===== src/rtl/mc_ctrl.sv =====
// Multi-cycle RV32I control FSM: sequences fetch/decode/execute/memory/writeback strobes.
// Optional ILLEGAL_TRAP_EN: illegal opcodes and bus errors park the FSM in TRAP until reset.
module mc_ctrl #(
  parameter int TIMEOUT = 16,
  parameter int TO_W    = 5
) (
  input  logic       clk,
  input  logic       rst_n,
  input  logic [6:0] opcode,
  input  logic       br_taken,
  input  logic       mem_ack,
  output logic       mem_req,
  output logic       mem_we,
  output logic       mem_ifetch,
  output logic       ir_we,
  output logic       pc_we,
  output logic       pc_src,
  output logic       reg_we,
  output logic [1:0] wb_sel,
  output logic [1:0] src_a_sel,
  output logic [1:0] src_b_sel,
  output logic [2:0] alu_op,
  output logic       instr_done,
  output logic       bus_err,
  output logic [2:0] state
);

  typedef enum logic [2:0] {
    S_RST    = 3'b000,
    S_FETCH  = 3'b001,
    S_DECODE = 3'b010,
    S_EXEC   = 3'b011,
    S_MEM    = 3'b100,
    S_WB     = 3'b101,
    S_TRAP   = 3'b110
  } state_t;

  localparam logic [6:0] OP_R      = 7'b0110011;
  localparam logic [6:0] OP_I      = 7'b0010011;
  localparam logic [6:0] OP_LUI    = 7'b0110111;
  localparam logic [6:0] OP_AUIPC  = 7'b0010111;
  localparam logic [6:0] OP_LOAD   = 7'b0000011;
  localparam logic [6:0] OP_STORE  = 7'b0100011;
  localparam logic [6:0] OP_BRANCH = 7'b1100011;
  localparam logic [6:0] OP_JAL    = 7'b1101111;
  localparam logic [6:0] OP_JALR   = 7'b1100111;

  localparam logic [TO_W-1:0] TO_LAST = TO_W'((TIMEOUT > 0) ? TIMEOUT - 1 : 0);

`ifdef ILLEGAL_TRAP_EN
  localparam state_t ABORT_ST = S_TRAP;
`else
  localparam state_t ABORT_ST = S_FETCH;
`endif

  state_t          st, st_nxt;
  logic [TO_W-1:0] cnt;
  logic            legal, req_state, to_fire;

  assign legal = (opcode == OP_R)      || (opcode == OP_I)     || (opcode == OP_LUI)  ||
                 (opcode == OP_AUIPC)  || (opcode == OP_LOAD)  || (opcode == OP_STORE) ||
                 (opcode == OP_BRANCH) || (opcode == OP_JAL)   || (opcode == OP_JALR);

  // Timeout is derived from state rather than mem_req to keep the decode loop-free.
  assign req_state = (st == S_FETCH) || (st == S_MEM);
  assign to_fire   = (TIMEOUT != 0) && req_state && !mem_ack && (cnt == TO_LAST);
  assign state     = st;

  always_comb begin
    st_nxt     = st;
    mem_req    = 1'b0;
    mem_we     = 1'b0;
    mem_ifetch = 1'b0;
    ir_we      = 1'b0;
    pc_we      = 1'b0;
    pc_src     = 1'b0;
    reg_we     = 1'b0;
    wb_sel     = 2'b00;
    src_a_sel  = 2'b00;
    src_b_sel  = 2'b00;
    alu_op     = 3'b000;
    instr_done = 1'b0;
    bus_err    = 1'b0;
    case (st)
      S_RST: st_nxt = S_FETCH;
      S_FETCH: begin
        mem_req    = 1'b1;
        mem_ifetch = 1'b1;
        src_b_sel  = 2'b10;
        if (mem_ack) begin
          ir_we  = 1'b1;
          pc_we  = 1'b1;
          st_nxt = S_DECODE;
        end else if (to_fire) begin
          bus_err = 1'b1;
          st_nxt  = ABORT_ST;
        end
      end
      S_DECODE: begin
        src_a_sel = 2'b01;
        src_b_sel = 2'b01;
        if (legal) begin
          st_nxt = S_EXEC;
        end else begin
`ifdef ILLEGAL_TRAP_EN
          st_nxt = S_TRAP;
`else
          instr_done = 1'b1;
          st_nxt     = S_FETCH;
`endif
        end
      end
      S_EXEC: begin
        st_nxt = S_WB;
        case (opcode)
          OP_R:     begin alu_op = 3'b011; src_a_sel = 2'b10; end
          OP_I:     begin alu_op = 3'b101; src_a_sel = 2'b10; src_b_sel = 2'b01; end
          OP_LUI:   begin alu_op = 3'b010; src_b_sel = 2'b01; end
          OP_AUIPC: begin src_a_sel = 2'b01; src_b_sel = 2'b01; end
          OP_LOAD, OP_STORE: begin
            src_a_sel = 2'b10;
            src_b_sel = 2'b01;
            st_nxt    = S_MEM;
          end
          OP_BRANCH: begin
            alu_op     = 3'b001;
            src_a_sel  = 2'b10;
            pc_we      = br_taken;
            pc_src     = 1'b1;
            instr_done = 1'b1;
            st_nxt     = S_FETCH;
          end
          // Link value is the already-incremented PC; PC and rd write on the same edge.
          OP_JAL: begin
            pc_we      = 1'b1;
            pc_src     = 1'b1;
            reg_we     = 1'b1;
            wb_sel     = 2'b10;
            instr_done = 1'b1;
            st_nxt     = S_FETCH;
          end
          OP_JALR: begin
            alu_op     = 3'b100;
            src_a_sel  = 2'b10;
            src_b_sel  = 2'b01;
            pc_we      = 1'b1;
            reg_we     = 1'b1;
            wb_sel     = 2'b10;
            instr_done = 1'b1;
            st_nxt     = S_FETCH;
          end
          default: st_nxt = S_FETCH;
        endcase
      end
      S_MEM: begin
        mem_req = 1'b1;
        mem_we  = (opcode == OP_STORE);
        if (mem_ack) begin
          if (opcode == OP_STORE) begin
            instr_done = 1'b1;
            st_nxt     = S_FETCH;
          end else begin
            st_nxt = S_WB;
          end
        end else if (to_fire) begin
          bus_err = 1'b1;
          st_nxt  = ABORT_ST;
        end
      end
      S_WB: begin
        reg_we     = 1'b1;
        wb_sel     = (opcode == OP_LOAD) ? 2'b01 : 2'b00;
        instr_done = 1'b1;
        st_nxt     = S_FETCH;
      end
      S_TRAP:  st_nxt = S_TRAP;
      default: st_nxt = S_RST;
    endcase
  end

  always_ff @(posedge clk or negedge rst_n) begin
    if (!rst_n) begin
      st  <= S_RST;
      cnt <= '0;
    end else begin
      st <= st_nxt;
      // Counter only runs while a request is outstanding; it saturates rather than wraps.
      if (!req_state || mem_ack || to_fire) begin
        cnt <= '0;
      end else if (cnt != '1) begin
        cnt <= cnt + 1'b1;
      end
    end
  end

endmodule

===== config.mk =====
export PLATFORM = sky130hd
export DESIGN_NAME = mc_ctrl
export DESIGN_NICKNAME = d
export VERILOG_FILES = /design/src/rtl/mc_ctrl.sv
export SDC_FILE = /design/constraint.sdc
export NUM_CORES = 1
export LEC_CHECK = 0
export ABC_AREA = 1
export CORE_MARGIN = 1.5
export CORE_UTILIZATION = 40
export CTS_CLUSTER_DIAMETER = 120
export DETAILED_ROUTE_END_ITERATION = 10
export PLACE_DENSITY = 0.73
export SLEW_MARGIN = 25
export SYNTH_ARGS = -nofsm -noshare
export SYNTH_HDL_FRONTEND = slang
export SYNTH_SLANG_ARGS = --single-unit

===== constraint.sdc =====
create_clock -name clk -period 4.2 [get_ports clk]
set_clock_uncertainty 0.05 [all_clocks]
set_input_delay 0.42 -clock clk [delete_from_list [all_inputs] [get_ports clk]]
set_output_delay 0.42 -clock clk [all_outputs]
set_load 0.01 [all_outputs]

==> results of run 1 <==
==> power by group <==
group	total, W	internal [W]	switching [W]	leakage [nW]
clock	0.0000554	0.0000325	0.0000229	0.0138
combinational	0.000253	0.000117	0.000136	0.446
sequential	0.000108	0.0000910	0.0000172	0.107
==> registers in the layout, summed over array words and instances (netlist names) <==
register  flops
state         3
cnt           5
==> cell families (layout without fill, tap and decap cells) <==
logic type | Yosys count | count (layout) | synth area share (%)
AND/OR/NAND/NOR | 82 | 82 | 44.9
buffers and inverters | 23 | 56 | 10.8
AO/OA/AOI/OAI | 20 | 20 | 14.2
flip-flops | 8 | 8 | 23.3
adder cells (fa/ha/maj) | 4 | 4 | 5.81
XOR/XNOR | 1 | 1 | 1.02
==> per-stage QoR <==
stage / power, W / instances / hold slack (ns)
6_report: 0.000417 / 198 / 0.399
5_1_grt: 0.000454 / 198 / 0.428
4_1_cts: 0.000423 / 198 / 0.400
3_5_place_dp: 0.000363 / 195 / 0.497
3_3_place_gp: 0.000359 / 195 / 0.479
2_1_floorplan: 0.000259 / 138 / 0.0744
==> worst max-delay path: cells and delay by family <==
kind                   cells  cell delay (ns)
buffers and inverters      3             1.13
and+or+nand+nor            4             0.37
AOI/OAI and AO/OA          1             0.26
==> final cells by class <==
cell class | instances | area (um^2) | area share (%)
multi-input combinational | 107 | 568 | 46.6
clock buffer | 3 | 22.5 | 1.85
inverter | 22 | 85.1 | 6.97
timing repair buffer | 31 | 310 | 25.4
tap | 27 | 33.8 | 2.77
sequential | 8 | 200 | 16.4
==> synth_stat cells (3+ instances only) <==
master | count | share of area (%)
nand3_1 | 8 | 4.7
ha_1 | 4 | 5.8
a21oi_1 | 5 | 2.9
inv_1 | 16 | 7.0
nor2_2 | 4 | 2.9
nand2_1 | 33 | 14
nor2_1 | 24 | 10
inv_2 | 5 | 2.2
o21ai_0 | 3 | 1.7
o21ai_1 | 4 | 2.3
dfrtp_1 | 8 | 23
==> worst max path at each step <==
stage	from	endpoint	slack [ns]	depth (start not counted)
2_1_floorplan	state[1]$_DFF_PN0_	instr_done	2.55	6
3_3_place_gp	opcode[3]	instr_done	1.57	9
3_5_place_dp	opcode[2]	instr_done	1.56	8
4_1_cts	opcode[2]	instr_done	1.56	8
5_1_grt	opcode[2]	instr_done	1.38	9
6_report	opcode[2]	instr_done	1.55	8
==> metal layers <==
metal	vias up	global-route usage (%)	share of wire, %	wire, um
met1	430	26.5	47	1060
li1	511	-	-	-
met4	0	5.56	0	0
met2	45	34.9	48	1070
met3	0	3.99	5.3	120
met5	-	0	0	0
==> flow_summary.json, run 1 <==
{
  "status": "finished clean",
  "rr_worst_depth": 8,
  "drtAntennaViolNets": 0,
  "ctsHoldBuffers": 0,
  "fp.dieH_um": 49.4,
  "die_w_um": 49.4,
  "cts_setup_buffers": 0,
  "worstSetupEndpointType": "primary output",
  "nFillCells": 192,
  "viasPerCell": 4.98,
  "clk_latency_ns": 0.25,
  "drtIter0Drc": 31,
  "drt_wl_total_um": 2250,
  "start_util_pct": 43.0,
  "worstPathArrival_ns": 2.18,
  "max_stage_delay_ns": 0.53,
  "fin_area_um2": 1220,
  "cts-buffers-inserted": 3,
  "finalHoldViolCount": 0,
  "fin_nets": 188,
  "vias": 986,
  "port_buffers": 31,
  "reg2reg_from": "cnt[0]$_DFFE_PN0P_",
  "peakVddDrop_uv": 277,
  "cts_resized": 0,
  "grt-ovfl-total": 0,
  "cp_common_cell": "nor2_1",
  "synth_seq_cells": 8,
  "worstSetupPathType": "input pin to primary output",
  "io_pins": 32,
  "grt_max_degree": 9,
  "timing.fmax_ghz": 0.377,
  "syn_to_final_growth_pct": 41.7,
  "place.gp.congestion": 0.879,
  "ys.flop_type": "dfrtp_1",
  "syn_avg_cell_area_um2": 6.24,
  "grt_use_total_pct": 20.6,
  "antenna_found_initial": 0,
  "drc": 0,
  "num_rows": 16,
  "required_ns": 3.73,
  "synth_edf_count": 0,
  "power_density_nw_per_um2": 342,
  "synth_warnings": 0,
  "yosysSeqAreaShare_pct": 23.3,
  "fin_util_pct": 60.9,
  "dpl.hpwl_um": 1950,
  "slew_viol_final": 0,
  "synth_cells": 138,
  "worstMarginPinSlew_ns": 0.356,
  "worstReg2RegEnd": "cnt[3]$_DFFE_PN0P_",
  "fin_crit_ns": 2.65,
  "fin_crit_sh_pct": 63.2,
  "grt_pass1_vias": 961,
  "slew_headroom_pct": 76.2,
  "crit_chain": "clkdlybuf4s50_1 > inv_1 > o211ai_1 > nand2_1 > nor2_1 > nor2_1 > nor2_1 > clkdlybuf4s50_1",
  "finalWorstSetupSlack_ns": 1.55,
  "rsz0062_at_grt": "false",
  "clockBufferDepth": 2,
  "cp-start-kind": "input pin",
  "dpl_worst_slack_ns": 1.56,
  "grt_first_pass_wirelength_um": 4000,
  "async_flop_share_pct": 100,
  "final_common_cell": "nand2_1",
  "placedInstanceArea_um2": 1200,
  "crit_path_max_fanout": 4,
  "final_cell_mix": "33 x nand2_1, 31 x clkdlybuf4s50_1, 24 x nor2_1, 16 x inv_1",
  "clkSinkCount": 8,
  "drive_gt1_share_pct": 14.0,
  "dieArea_um2": 2440,
  "cap_violations": 0,
  "htreeDepth": 1,
  "r2r_setup_slack_ns": 2.52,
  "clkSlewWorstSetupHoldPaths_ns": 0.05,
  "total_leakage_power_nw": 0.567,
  "cts_tree": "yes",
  "final.setup.tns_ns": 0,
  "fp.coreArea_um2": 2000,
  "cts_root_buffer": "clkbuf_4",
  "hold_class": "input pin to asynchronous set/reset pin",
  "drt_first_pass_iters": 4,
  "syn_area_um2": 861,
  "diodes": 0,
  "wl_per_cell_um": 11.4,
  "setup_violations": 0,
  "cp_slowest_cell": "clkdlybuf4s50_1",
  "synthesis.nets": 153,
  "ys_types": 30
}
(Power assumes the default switching activity.)
==> run 2: changes to the inputs <==
CORE_UTILIZATION = 39   (was 40)
PLACE_DENSITY = 0.75   (was 0.73)
clock period = 2.3 ns   (was 4.2 ns; I/O delays follow)
==> run 2 against run 1 <==
Against the previous run: via count increased by 0.41%; die area increased by 2.4%; register-to-register slack got worse by 1.9 ns; global-route usage decreased by 1.6 points; count of clock-buffer cells in the layout unchanged; combinational power increased by 81%; clock power increased by 88%; sequential power increased by 85%; critical path type unchanged; largest cell class unchanged.
==> flow_summary.json, run 2 (synthesis gave the netlist of run 1 again) <==
{
  "status": "finished clean",
  "cp_top_family": "buffers and inverters",
  "top_register": "cnt",
  "worstSetupPathType": "input pin to primary output",
  "grt_first_pass_wirelength_um": 3770,
  "worstSetupEndpointType": "primary output",
  "finalHoldViolCount": 0,
  "antenna_found_initial": 0,
  "drtIter0Drc": 21,
  "rsz0062_at_grt": "true",
  "drc": 0,
  "crit_chain": "clkdlybuf4s50_1 > nand2_2 > inv_1 > nand2_1 > nor2_1 > o21ai_1 > a21boi_1 > clkdlybuf4s50_1",
  "clockBufferDepth": 2,
  "vias": 990,
  "place.gp.congestion": 0.868,
  "rr_worst_depth": 8,
  "placedInstanceArea_um2": 1200,
  "fp.coreArea_um2": 2020,
  "power.total_w": 0.000762,
  "total_leakage_power_nw": 0.607,
  "fin_crit_sh_pct": 98.0,
  "reg2reg_from": "cnt[0]$_DFFE_PN0P_",
  "port_buffers": 31,
  "timing.fmax_ghz": 0.444,
  "cts_tree": "yes",
  "slew_headroom_pct": 76.9,
  "io_pins": 32,
  "cts_setup_buffers": 0,
  "cp-start-kind": "input pin",
  "start_util_pct": 42.6,
  "worstReg2RegEnd": "cnt[3]$_DFFE_PN0P_",
  "slew_viol_final": 0,
  "drtAntennaViolNets": 0,
  "cts_root_buffer": "clkbuf_4",
  "hold_class": "input pin to asynchronous set/reset pin",
  "final.setup.tns_ns": 0,
  "viasPerCell": 5.00,
  "dieArea_um2": 2500,
  "clkSinkCount": 8,
  "r2r_setup_slack_ns": 0.64,
  "cts-buffers-inserted": 3,
  "grt_pass1_vias": 890,
  "fin_area_um2": 1240,
  "cp_common_cell": "clkdlybuf4s50_1",
  "fp.dieH_um": 50.0,
  "grt_max_degree": 9,
  "fin_crit_ns": 2.25,
  "worstMarginPinSlew_ns": 0.345,
  "cap_violations": 0,
  "drt_wl_total_um": 2210,
  "diodes": 0,
  "clk_latency_ns": 0.25,
  "clkSlewWorstSetupHoldPaths_ns": 0.05,
  "die_w_um": 50.0,
  "worstPathArrival_ns": 1.97,
  "required_ns": 2.02,
  "fin_nets": 188,
  "syn_to_final_growth_pct": 43.9,
  "max_stage_delay_ns": 0.55,
  "largest_reg_flops": 5,
  "grt-ovfl-total": 0,
  "dpl.hpwl_um": 1840,
  "final_common_cell": "nand2_1",
  "cp_num_buf_inv": 3,
  "grt_use_total_pct": 19.0,
  "htreeDepth": 1,
  "power_density_nw_per_um2": 615,
  "peakVddDrop_uv": 445,
  "crit_path_max_fanout": 6,
  "setup_violations": 0,
  "cp_slowest_cell": "clkdlybuf4s50_1",
  "drive_gt1_share_pct": 17.0,
  "num_rows": 16,
  "final_cell_mix": "33 x nand2_1, 28 x clkdlybuf4s50_1, 20 x nor2_1, 16 x inv_1",
  "holdWs_ns": 0.196,
  "drt_first_pass_iters": 4,
  "wl_per_cell_um": 11.2
}
-- run 2: cell count changes in the layout (fill, tap and decap cells not counted) --
cell             change
clkdlybuf4s50_1      -3
dlymetal6s2s_1       +3
dfrtp_2              +1
nor2_2               +4
dfrtp_1              -1
nor2_1               -4
-- run 2: final cells by class --
cell class	count	area, um^2
clock buffers	3	22.5
fillers	191	783
inverters	22	85.1
multi-input cells	107	578
flip-flops and latches	8	201
well taps	27	33.8
repair buffers	31	318
-- run 2: power breakdown --
group	internal, W	switching, W
clock	0.0000595	0.0000447
sequential	0.000168	0.0000320
combinational	0.000213	0.000245
total	0.000440	0.000322
-- run 2: worst max path at each step --
stage,endpoint,cells after the start,start
floorplan,cnt[3]$_DFFE_PN0P_,8,cnt[0]$_DFFE_PN0P_
global placement,instr_done,9,opcode[3]
detailed placement,instr_done,9,opcode[2]
CTS,instr_done,9,opcode[2]
global route,alu_op[1],8,opcode[0]
finish,alu_op[2],8,opcode[1]
-- run 2: per-layer routing --
metal	wire, um	part of all wire [%]	vias to the layer above	global-route usage, %
met2	1020	46	40	30.0
met4	36	1.6	0	6.02
met3	148	6.7	6	4.55
li1	-	-	507	-
met5	0	0	-	0
met1	1000	45	437	25.3
-- run 2: timing repair --
action | CTS | global route
setup endpoints to repair | 0 | 7
hold buffers | 0 | 0
gates resized for setup | 0 | 8
-- run 2: stage by stage --
step                utilization, %  std cells  setup WS [ns]
detailed placement            59.2        195         0.0258
global route                  61.3        198         -0.110
CTS                           60.3        198         0.0172
floorplan                        -        138          0.767
global placement              59.2        195         0.0389
finish                        61.3        198         0.0464
